==> config.mk <==
export PLATFORM = sky130hd
export DESIGN_NAME = result_packer
export DESIGN_NICKNAME = d
export VERILOG_FILES = /design/src/rtl/result_packer_pkg.sv /design/src/rtl/result_packer.sv
export SDC_FILE = /design/constraint.sdc
export NUM_CORES = 1
export LEC_CHECK = 0
export ABC_AREA = 1
export BUFFER_PORTS_ARGS = -buffer_cell sky130_fd_sc_hd__buf_2
export CAP_MARGIN = 20
export CORE_UTILIZATION = 50
export DETAILED_ROUTE_END_ITERATION = 8
export GPL_ROUTABILITY_DRIVEN = 0
export PLACE_DENSITY_LB_ADDON = 0.12
export SYNTH_ARGS = -nofsm -noshare
export SYNTH_HDL_FRONTEND = slang
export SYNTH_SLANG_ARGS = --single-unit
==> constraint.sdc <==
create_clock -name clk -period 4.7 [get_ports clk]
set_clock_uncertainty 0.15 [all_clocks]
set_input_delay 0.235 -clock clk [delete_from_list [all_inputs] [get_ports clk]]
set_output_delay 0.235 -clock clk [all_outputs]
set_load 0.005 [all_outputs]
==> src/rtl/result_packer_pkg.sv <==
// Shared definitions for the result packer: config register map and FSM states.
package result_packer_pkg;

    localparam int CFG_PACKER = 4;

    localparam int CNT_LSB   = 0;
    localparam int CNT_MSB   = 15;
    localparam int BEATS_LSB = 16;
    localparam int BEATS_MSB = 19;

    typedef enum logic {
        IDLE,
        SEND
    } pk_state_e;

endpackage

==> src/rtl/result_packer.sv <==
// Serialises DEPTH_NB-lane result vectors into STR_WIDTH beats and marks
// the final beat of each layer with str_last.
module result_packer
    import result_packer_pkg::*;
#(
    parameter int CFG_DWIDTH = 32,
    parameter int CFG_AWIDTH = 5,
    parameter int DEPTH_NB   = 16,
    parameter int IMG_WIDTH  = 16,
    parameter int STR_WIDTH  = 64
) (
    input  logic                          clk,
    input  logic                          rst,
    input  logic [CFG_DWIDTH-1:0]         cfg_data,
    input  logic [CFG_AWIDTH-1:0]         cfg_addr,
    input  logic                          cfg_valid,
    input  logic [IMG_WIDTH*DEPTH_NB-1:0] result_bus,
    input  logic                          result_val,
    output logic                          result_rdy,
    output logic [STR_WIDTH-1:0]          str_bus,
    output logic                          str_last,
    output logic                          str_val,
    input  logic                          str_rdy
);

    localparam int VEC_W = IMG_WIDTH * DEPTH_NB;
    localparam int RATIO = VEC_W / STR_WIDTH;
    localparam int BCW   = $clog2(RATIO + 1);
    localparam int RCW   = CNT_MSB - CNT_LSB + 1;
    localparam int BFW   = BEATS_MSB - BEATS_LSB + 1;

    pk_state_e        state_q, state_d;
    logic [VEC_W-1:0] shreg_q, shreg_d;
    logic [BCW-1:0]   beat_cnt_q, beat_cnt_d;
    logic [RCW-1:0]   res_cnt_q, res_cnt_d;
    logic             str_last_q, str_last_d;
    logic [RCW-1:0]   sh_count_q, sh_count_d;
    logic [BCW-1:0]   sh_beats_q, sh_beats_d;
    logic [RCW-1:0]   act_count_q, act_count_d;
    logic [BCW-1:0]   act_beats_q, act_beats_d;

    logic [RCW-1:0] cfg_cnt;
    logic [BFW-1:0] cfg_bts;
    logic [RCW-1:0] eff_count;
    logic [BCW-1:0] eff_beats;
    logic           fin_beat;
    logic           last_res;
    logic           adv;
    logic           accept;

    assign cfg_cnt  = cfg_data[CNT_MSB:CNT_LSB];
    assign cfg_bts  = cfg_data[BEATS_MSB:BEATS_LSB];
    assign fin_beat = (state_q == SEND) && (beat_cnt_q == act_beats_q - BCW'(1));
    assign last_res = (res_cnt_q == act_count_q - RCW'(1));
    assign adv      = (state_q == SEND) && str_rdy;

    assign result_rdy = rst && ((state_q == IDLE) || (fin_beat && str_rdy));
    assign accept     = result_val && result_rdy;

    assign str_val  = (state_q == SEND);
    assign str_bus  = shreg_q[STR_WIDTH-1:0];
    assign str_last = str_last_q;

    always_comb begin
        state_d     = state_q;
        shreg_d     = shreg_q;
        beat_cnt_d  = beat_cnt_q;
        res_cnt_d   = res_cnt_q;
        str_last_d  = str_last_q;
        sh_count_d  = sh_count_q;
        sh_beats_d  = sh_beats_q;
        act_count_d = act_count_q;
        act_beats_d = act_beats_q;
        eff_count   = act_count_q;
        eff_beats   = act_beats_q;

        if (cfg_valid && cfg_addr == CFG_AWIDTH'(CFG_PACKER)) begin
            sh_count_d = (cfg_cnt == '0) ? RCW'(1) : cfg_cnt;
            sh_beats_d = (cfg_bts == '0 || int'(cfg_bts) > RATIO) ?
                         BCW'(RATIO) : BCW'(cfg_bts);
        end

        if (adv && fin_beat)
            res_cnt_d = last_res ? '0 : res_cnt_q + RCW'(1);

        // A vector entering at result index 0 opens a new layer.
        if (accept && res_cnt_d == '0) begin
            act_count_d = sh_count_q;
            act_beats_d = sh_beats_q;
            eff_count   = sh_count_q;
            eff_beats   = sh_beats_q;
        end

        if (accept) begin
            state_d    = SEND;
            shreg_d    = result_bus;
            beat_cnt_d = '0;
            str_last_d = (eff_beats == BCW'(1)) &&
                         (res_cnt_d == eff_count - RCW'(1));
        end else if (adv && fin_beat) begin
            state_d    = IDLE;
            str_last_d = 1'b0;
        end else if (adv) begin
            shreg_d    = shreg_q >> STR_WIDTH;
            beat_cnt_d = beat_cnt_q + BCW'(1);
            str_last_d = (beat_cnt_q + BCW'(1) == act_beats_q - BCW'(1)) &&
                         last_res;
        end
    end

    always_ff @(posedge clk) begin
        if (!rst) begin
            state_q    <= IDLE;
            shreg_q    <= '0;
            str_last_q <= 1'b0;
        end else begin
            state_q    <= state_d;
            shreg_q    <= shreg_d;
            str_last_q <= str_last_d;
        end
    end

    always_ff @(posedge clk) begin
        if (!rst) begin
            beat_cnt_q <= '0;
            res_cnt_q  <= '0;
        end else begin
            beat_cnt_q <= beat_cnt_d;
            res_cnt_q  <= res_cnt_d;
        end
    end

    always_ff @(posedge clk) begin
        if (!rst) begin
            sh_count_q  <= RCW'(1);
            sh_beats_q  <= BCW'(RATIO);
            act_count_q <= RCW'(1);
            act_beats_q <= BCW'(RATIO);
        end else begin
            sh_count_q  <= sh_count_d;
            sh_beats_q  <= sh_beats_d;
            act_count_q <= act_count_d;
            act_beats_q <= act_beats_d;
        end
    end

endmodule

After elaboration in Yosys (flattened, before gate mapping)

Cells that the tools add are included.

Register bits: 315
Bits in latches: 0
Bits in writable memories: 0
Bits in read-only memories: 0
Input bits: 298
Output and inout port bits: 67
Word-level logic and storage cells: 60
Memories: 0

$add $sub $neg: 5
Multiply operators: 0
Div/mod/pow operators: 0
$lt $le $gt $ge: 1
Equal/unequal tests: 7
Shift-type cells: 0
Muxes and demuxes: 14
Bitwise gates (word level): 3
Reductions and logical operators: 21

Operator list:

| operator                | number |
|---|---|
| $mux W256               | 3 |
| $mux W16                | 4 |
| $eq A16 B16 Y1          | 2 |
| $logic_not A16 Y1       | 2 |
| $sub A16 B1 Y16 const B | 2 |
| $add A16 B1 Y16 const B | 1 |
| $logic_and A1 B1 Y1     | 10 |
| $eq A3 B3 Y1            | 2 |
| $mux W3                 | 2 |
| $eq A5 B3 Y1 const B    | 1 |
| $mux W1                 | 5 |
| $gt A4 B3 Y1 const B    | 1 |
| $logic_not A4 Y1        | 1 |
| $reduce_and A2 Y1       | 2 |
| $reduce_bool A2 Y1      | 2 |
| $add A3 B1 Y3 const B   | 1 |
| $eq A3 B1 Y1 const B    | 1 |
| $not A1 Y1              | 3 |
| $reduce_bool A3 Y1      | 1 |
| $sub A3 B1 Y3 const B   | 1 |
| $logic_or A1 B1 Y1      | 2 |
| $ne A2 B2 Y1 const B    | 1 |
| $reduce_or A2 Y1        | 1 |

Longest topological paths before layout

Word-level depth: 13
Gate-level depth with buffers: 36
Depth with buffers taken out: 35

Worst setup path after synthesis

No wires, ideal clock.

Path kind: reg2reg
Start point: register act_beats_q[0]
End point: register str_last_q (netlist: str_last)
Library setup time: 0.059 ns
Arrival: 3.673 ns
Slack: 0.818 ns
Stages on the path, launching flop included: 32
Buffers on the path: 1
Clock period less this slack: 3.882 ns
Path through: dfxtp_1 inv_2 ha_1 nand2_1 nand3_1 nor2_1 nand3_1 nor2_1 nand4_1 nor2_1 nand3_1 nand3_1 nand3_1 nor2_2 nand2_2 buf_6 nand2_1 nand2_1 inv_1 ha_1 xnor2_1 nor2_1 nand3_1 nor2_1 nand3_1 nor2_1 nand2_1 nor2_1 nand2_1 nor2_1 nand3_1 nand2_1

Cells in the longest elaborated chain, start to end: 13
Elaborated cells between the ends (all ways): 23

Ends and longest elaborated chain:

| element                                                  | RTL line             | source |
|---|---|---|
| start, declared                                          | result_packer.sv:40  | `logic [BCW-1:0] act_beats_q, act_beats_d;` |
| start signal, assigned                                   | result_packer.sv:138 | `act_beats_q <= BCW'(RATIO);` |
| start signal, assigned                                   | result_packer.sv:143 | `act_beats_q <= act_beats_d;` |
| branches (longest 13 deep; another with $sub A16 B1 Y16) | --                   |  |
| end signal, assigned                                     | result_packer.sv:119 | `str_last_q <= str_last_d;` |
| end, declared                                            | result_packer.sv:36  | `logic str_last_q, str_last_d;` |

Several ways; the timed one is not identified. The select of a mux whose other input is x is not followed.
A chain may end at the register's enable or synchronous reset.

Final worst setup path

Start point: register act_count_q[1]
End point: register str_last_q (netlist: str_last)

Cells in the longest elaborated chain, start to end: 11
Elaborated cells between the ends (all ways): 16

Ends and longest elaborated chain:

| element                | RTL line             | source |
|---|---|---|
| start, declared        | result_packer.sv:39  | `logic [RCW-1:0] act_count_q, act_count_d;` |
| start signal, assigned | result_packer.sv:142 | `act_count_q <= act_count_d;` |
| $sub A16 B1 Y16        | result_packer.sv:54  | `assign last_res = (res_cnt_q == act_count_q - RCW'(1));` |
| $eq A16 B16 Y1         | result_packer.sv:54  |  |
| $mux W16               | result_packer.sv:84  | `res_cnt_d = last_res ? '0 : res_cnt_q + RCW'(1);` |
| $mux W16               | result_packer.sv:83  | `if (adv && fin_beat)` |
| $logic_not A16 Y1      | result_packer.sv:87  | `if (accept && res_cnt_d == '0) begin` |
| $logic_and A1 B1 Y1    | result_packer.sv:87  |  |
| $mux W16               | result_packer.sv:87  |  |
| $sub A16 B1 Y16        | result_packer.sv:99  | `(res_cnt_d == eff_count - RCW'(1));` |
| $eq A16 B16 Y1         | result_packer.sv:99  |  |
| $logic_and A1 B1 Y1    | result_packer.sv:98  | `str_last_d = (eff_beats == BCW'(1)) &&` |
| $mux W1 (*)            | result_packer.sv:94  | `if (accept) begin` |

Mark *: on every way between the ends. The rest lies on a longest branch, timed or not. The select of a mux whose other input is x is not followed.

==> impl_summary.txt <==
----------------------------------------------------
[Synthesis]
  Ys Warns ... 0
  Avg Cell Area, Syn ... approximately 6.7 sq um
  Sequential-to-total area share from yosys stat ... a little over two fifths
  Yosys reg bits ... 315
  Number of synthesized flops with an enable pin ... 0
  Count of different cell masters after synthesis ... 35
  Gate Count Post-Synth ... around 2,200
  Cell area after synthesis ... 0.0146 sq mm
  Post-Synthesis Net Count ... between 2,000 and 2,500
  Most frequently used flop master after synthesis ... sky130_fd_sc_hd__dfxtp_1
  Share of flip-flops with an asynchronous set or reset ... 0%

[Global routing]
  Vias in the first global route ... roughly 15,000
  Antenna violations before repair ... 8
  Global Route Usage Sum ... roughly 30%
  Total congestion overflow ... 0
  Global-route wire length before repair ... about 73 mm
  Largest net degree at the start of global routing ... 258

[Final layout]
  Net count, final ... about 3,000
  Final cell area excluding filler cells ... between 0.02 and 0.025 sq mm
  Leading cell type in the layout, fill and taps excluded ... sky130_fd_sc_hd__nand2_1
  Relative area change from synthesis to final layout ... 38.2%
  Most frequent cells in the layout ... sky130_fd_sc_hd__nand2_1, sky130_fd_sc_hd__buf_2, sky130_fd_sc_hd__dfxtp_1
  Share of layout cells above drive strength 1 ... roughly 17%
  Layout Cells excl Fill ... 3,090
  Final-layout fill cell count ... roughly 2,300

[Detailed routing]
  DRC viols ... 0
  Router iterations before antenna repair ... 6
  Post-detailed-route count of antenna-violating nets ... 0
  Violation count after the first detailed-routing iteration ... around 1,500
  Average wire per cell in the routed design ... 14.8 um
  Via total after detailed routing ... 16,100
  Number of vias per cell after detailed routing ... between 5 and 6
  Total Wirelength ... 45.6 mm

[Pwr]
  Static Leak ... roughly 8.6 nW
  Maximum vdd ir drop ... 0.000278 V
  Final Total Pwr ... between 6 and 7 mW
  Power density cells ... about 320 mW/mm^2

[STA]
  Number of hold violations in the final report ... 0
  Actual transition at the worst max-transition pin ... between 1 and 1.5 ns
  Post-route minimum period ... between 4 and 5 ns
  Final clock period utilization by the worst path ... 91.6%
  Minimum setup slack in the final design ... between 0.3 and 0.4 ns
  Worst slew slack as a fraction of its limit ... between 7 and 8%
  Upper clock frequency limit ... 0.232 GHz
  Endpoints failing setup ... 0
  Number of pins with negative max-slew slack in the final report ... 0

[Worst setup path]
  Standard cell with the maximum stage delay on the critical path ... sky130_fd_sc_hd__dfxtp_1
  Required time reported for the critical path endpoint ... around 5 ns
  Instance count on the critical path ... 33
  Top fanout value on the critical path ... 8
  Max stage delay on crit path ... 0.41 ns
  Kind of critical path ... flip-flop to flip-flop
  Worst-case reg-to-reg path depth ... 33
  Capturing point of the worst reg2reg path ... str_last
  Origin of the critical flop-to-flop path ... act_count_q[1]
  Kind of start point of the critical path ... flip-flop
  Crit path DAT ... between 4 and 5 ns
  Crit path capture type ... flip-flop
  Cell family contributing the most delay on the critical path ... simple AND/OR/NAND/NOR gates
  Number of buffers and inverters on the critical path ... 4
  CP Launch Point ... act_count_q[1]
  Critical path capture point ... str_last
  Setup slack on the worst flop-to-flop path ... 0.39 ns
  Worst path most repeated cell ... sky130_fd_sc_hd__nand2_1

[Placed design]
  Cell count after placement ... about 2,700
  Pre-CTS worst setup slack ... roughly 0.15 ns
  Dpl cell area ... 0.0161 sq mm
  Detail Placement HPWL ... 26.5 mm
  IO buf count ... roughly 350

[CTS]
  Clock-pin slew on the worst setup and hold paths ... ~0.060 ns
  CTS HTree Levels ... 2
  Clock tree from TritonCTS ... yes
  Num Clock Sinks ... about 320
  Clock buffers created by TritonCTS ... 35
  Skew-Pair Late Insertion Delay ... 0.51 ns
  Longest Clk Path Bufs ... 3
  CTS root buffer ... sky130_fd_sc_hd__clkbuf_16

[Die]
  Standard-cell rows ... 62
  Boundary Pins ... 365
  Height of the die ... approximately 170 um
  Area of the die ... around 0.03 sq mm
  Effective utilization at floorplan ... 50.9%
  Core region area ... ~0.029 sq mm
  Die X-Extent ... roughly 170 um

[Worst hold path]
  Hold/Removal Path Class ... input port to flip-flop

[Flow run]
  Max-cap check violation count ... 0

[Status]
  Outcome ... complete, no violations

----------------------------------------------------
-- state kept, by name (all words and copies together), names as in the netlist --
register,flops
str_val,1
str_last,1
act_beats_q,3
beat_cnt_q,3
shreg_q,256
act_count_q,16
sh_count_q,16
res_cnt_q,16
sh_beats_q,3
-- where the power goes --
group	switching [mW]	internal [mW]
Clock	1.08	1.65
Sequential	0.0533	2.77
Combinational	0.436	0.401
-- Yosys cell counts (all sizes together) (2+ instances only) --
cell type  instances  share of area (%)
a31oi            192                8.2
nor2             150                4.3
nor3               8               0.31
o21ai             32                1.1
nand4             21               0.90
ha                 5               0.43
nand3b             5               0.26
inv              120                3.1
nor4               4               0.17
a21oi             77                2.6
clkbuf           112                2.9
xnor2             10               0.60
dfxtp            315                 43
and2               2              0.086
nand3             72                2.5
buf               75                3.7
xor2              14               0.84
a211oi             3               0.15
nand2            948                 25
-- cell families (layout without fill, tap and decap cells) --
logic type                 Yosys count  after routing  synth area share [%]
AOI/OAI and AO/OA                  307            307                  12.3
xor gates and xnor gates            24             24                  1.44
adders and majority gates            5              5                 0.428
buffers and inverters              308            834                  9.65
DFF                                315            315                  43.1
other                                0              8                     0
and+or+nand+nor                   1212           1213                  33.1
-- worst min path at each step --
stage / from / to / cells past startpoint
finish: str_rdy / str_last / 5
global route: str_rdy / str_last / 5
CTS: str_rdy / str_last / 5
detailed placement: shreg_q[240] / shreg_q[240] / 2
global placement: shreg_q[250] / shreg_q[250] / 2
floorplan: result_val / str_val / 2
-- worst min-delay path: cells and delay by family --
| kind | cells | cell delay, ns |
|---|---|---|
| AOI/OAI and AO/OA | 1 | 0.08 |
| and+or+nand+nor | 3 | 0.20 |
| buffers and inverters | 1 | 0.13 |
-- repair_timing --
action	4_1_cts	5_1_grt
buffers inserted	0	5
endpoints found under the hold margin	278	0
hold buffers	280	0
resized for setup	0	18
setup endpoints to repair	0	1
-- through the flow --
| stage | TNS (ns) | util (%) | hold slack [ns] |
|---|---|---|---|
| final | 0 | 70.4 | 0.0396 |
| after global routing | -0.00603 | 70.4 | 0.0606 |
| after CTS | 0 | 69.9 | 0.0267 |
| after detailed placement | 0 | 56.1 | 0.302 |
| after global placement | 0 | 56.1 | 0.298 |
| after floorplan | 0 | - | 0.202 |
-- area by class of cell --
| type | instances | area [sq um] | share of cell area, % |
|---|---|---|---|
| multi-input combinational | 1549 | 6990 | 34.6 |
| sequential | 315 | 6310 | 31.2 |
| timing repair buffer | 651 | 4770 | 23.6 |
| clock buffer | 56 | 1100 | 5.42 |
| tap | 384 | 480 | 2.38 |
| inverter | 121 | 474 | 2.35 |
| clock inverter | 6 | 70.1 | 0.347 |
| antenna | 8 | 20.0 | 0.0991 |
-- routing by layer --
layer / vias up / part of all wire [%] / track usage (%)
met5: - / 0 / 0
met4: 0 / 4.6 / 14.9
met3: 163 / 6.3 / 4.82
met2: 640 / 48 / 50.5
met1: 7334 / 41 / 35.4
li1: 7951 / - / -
No activity file was read; power rests on OpenSTA's default activity.
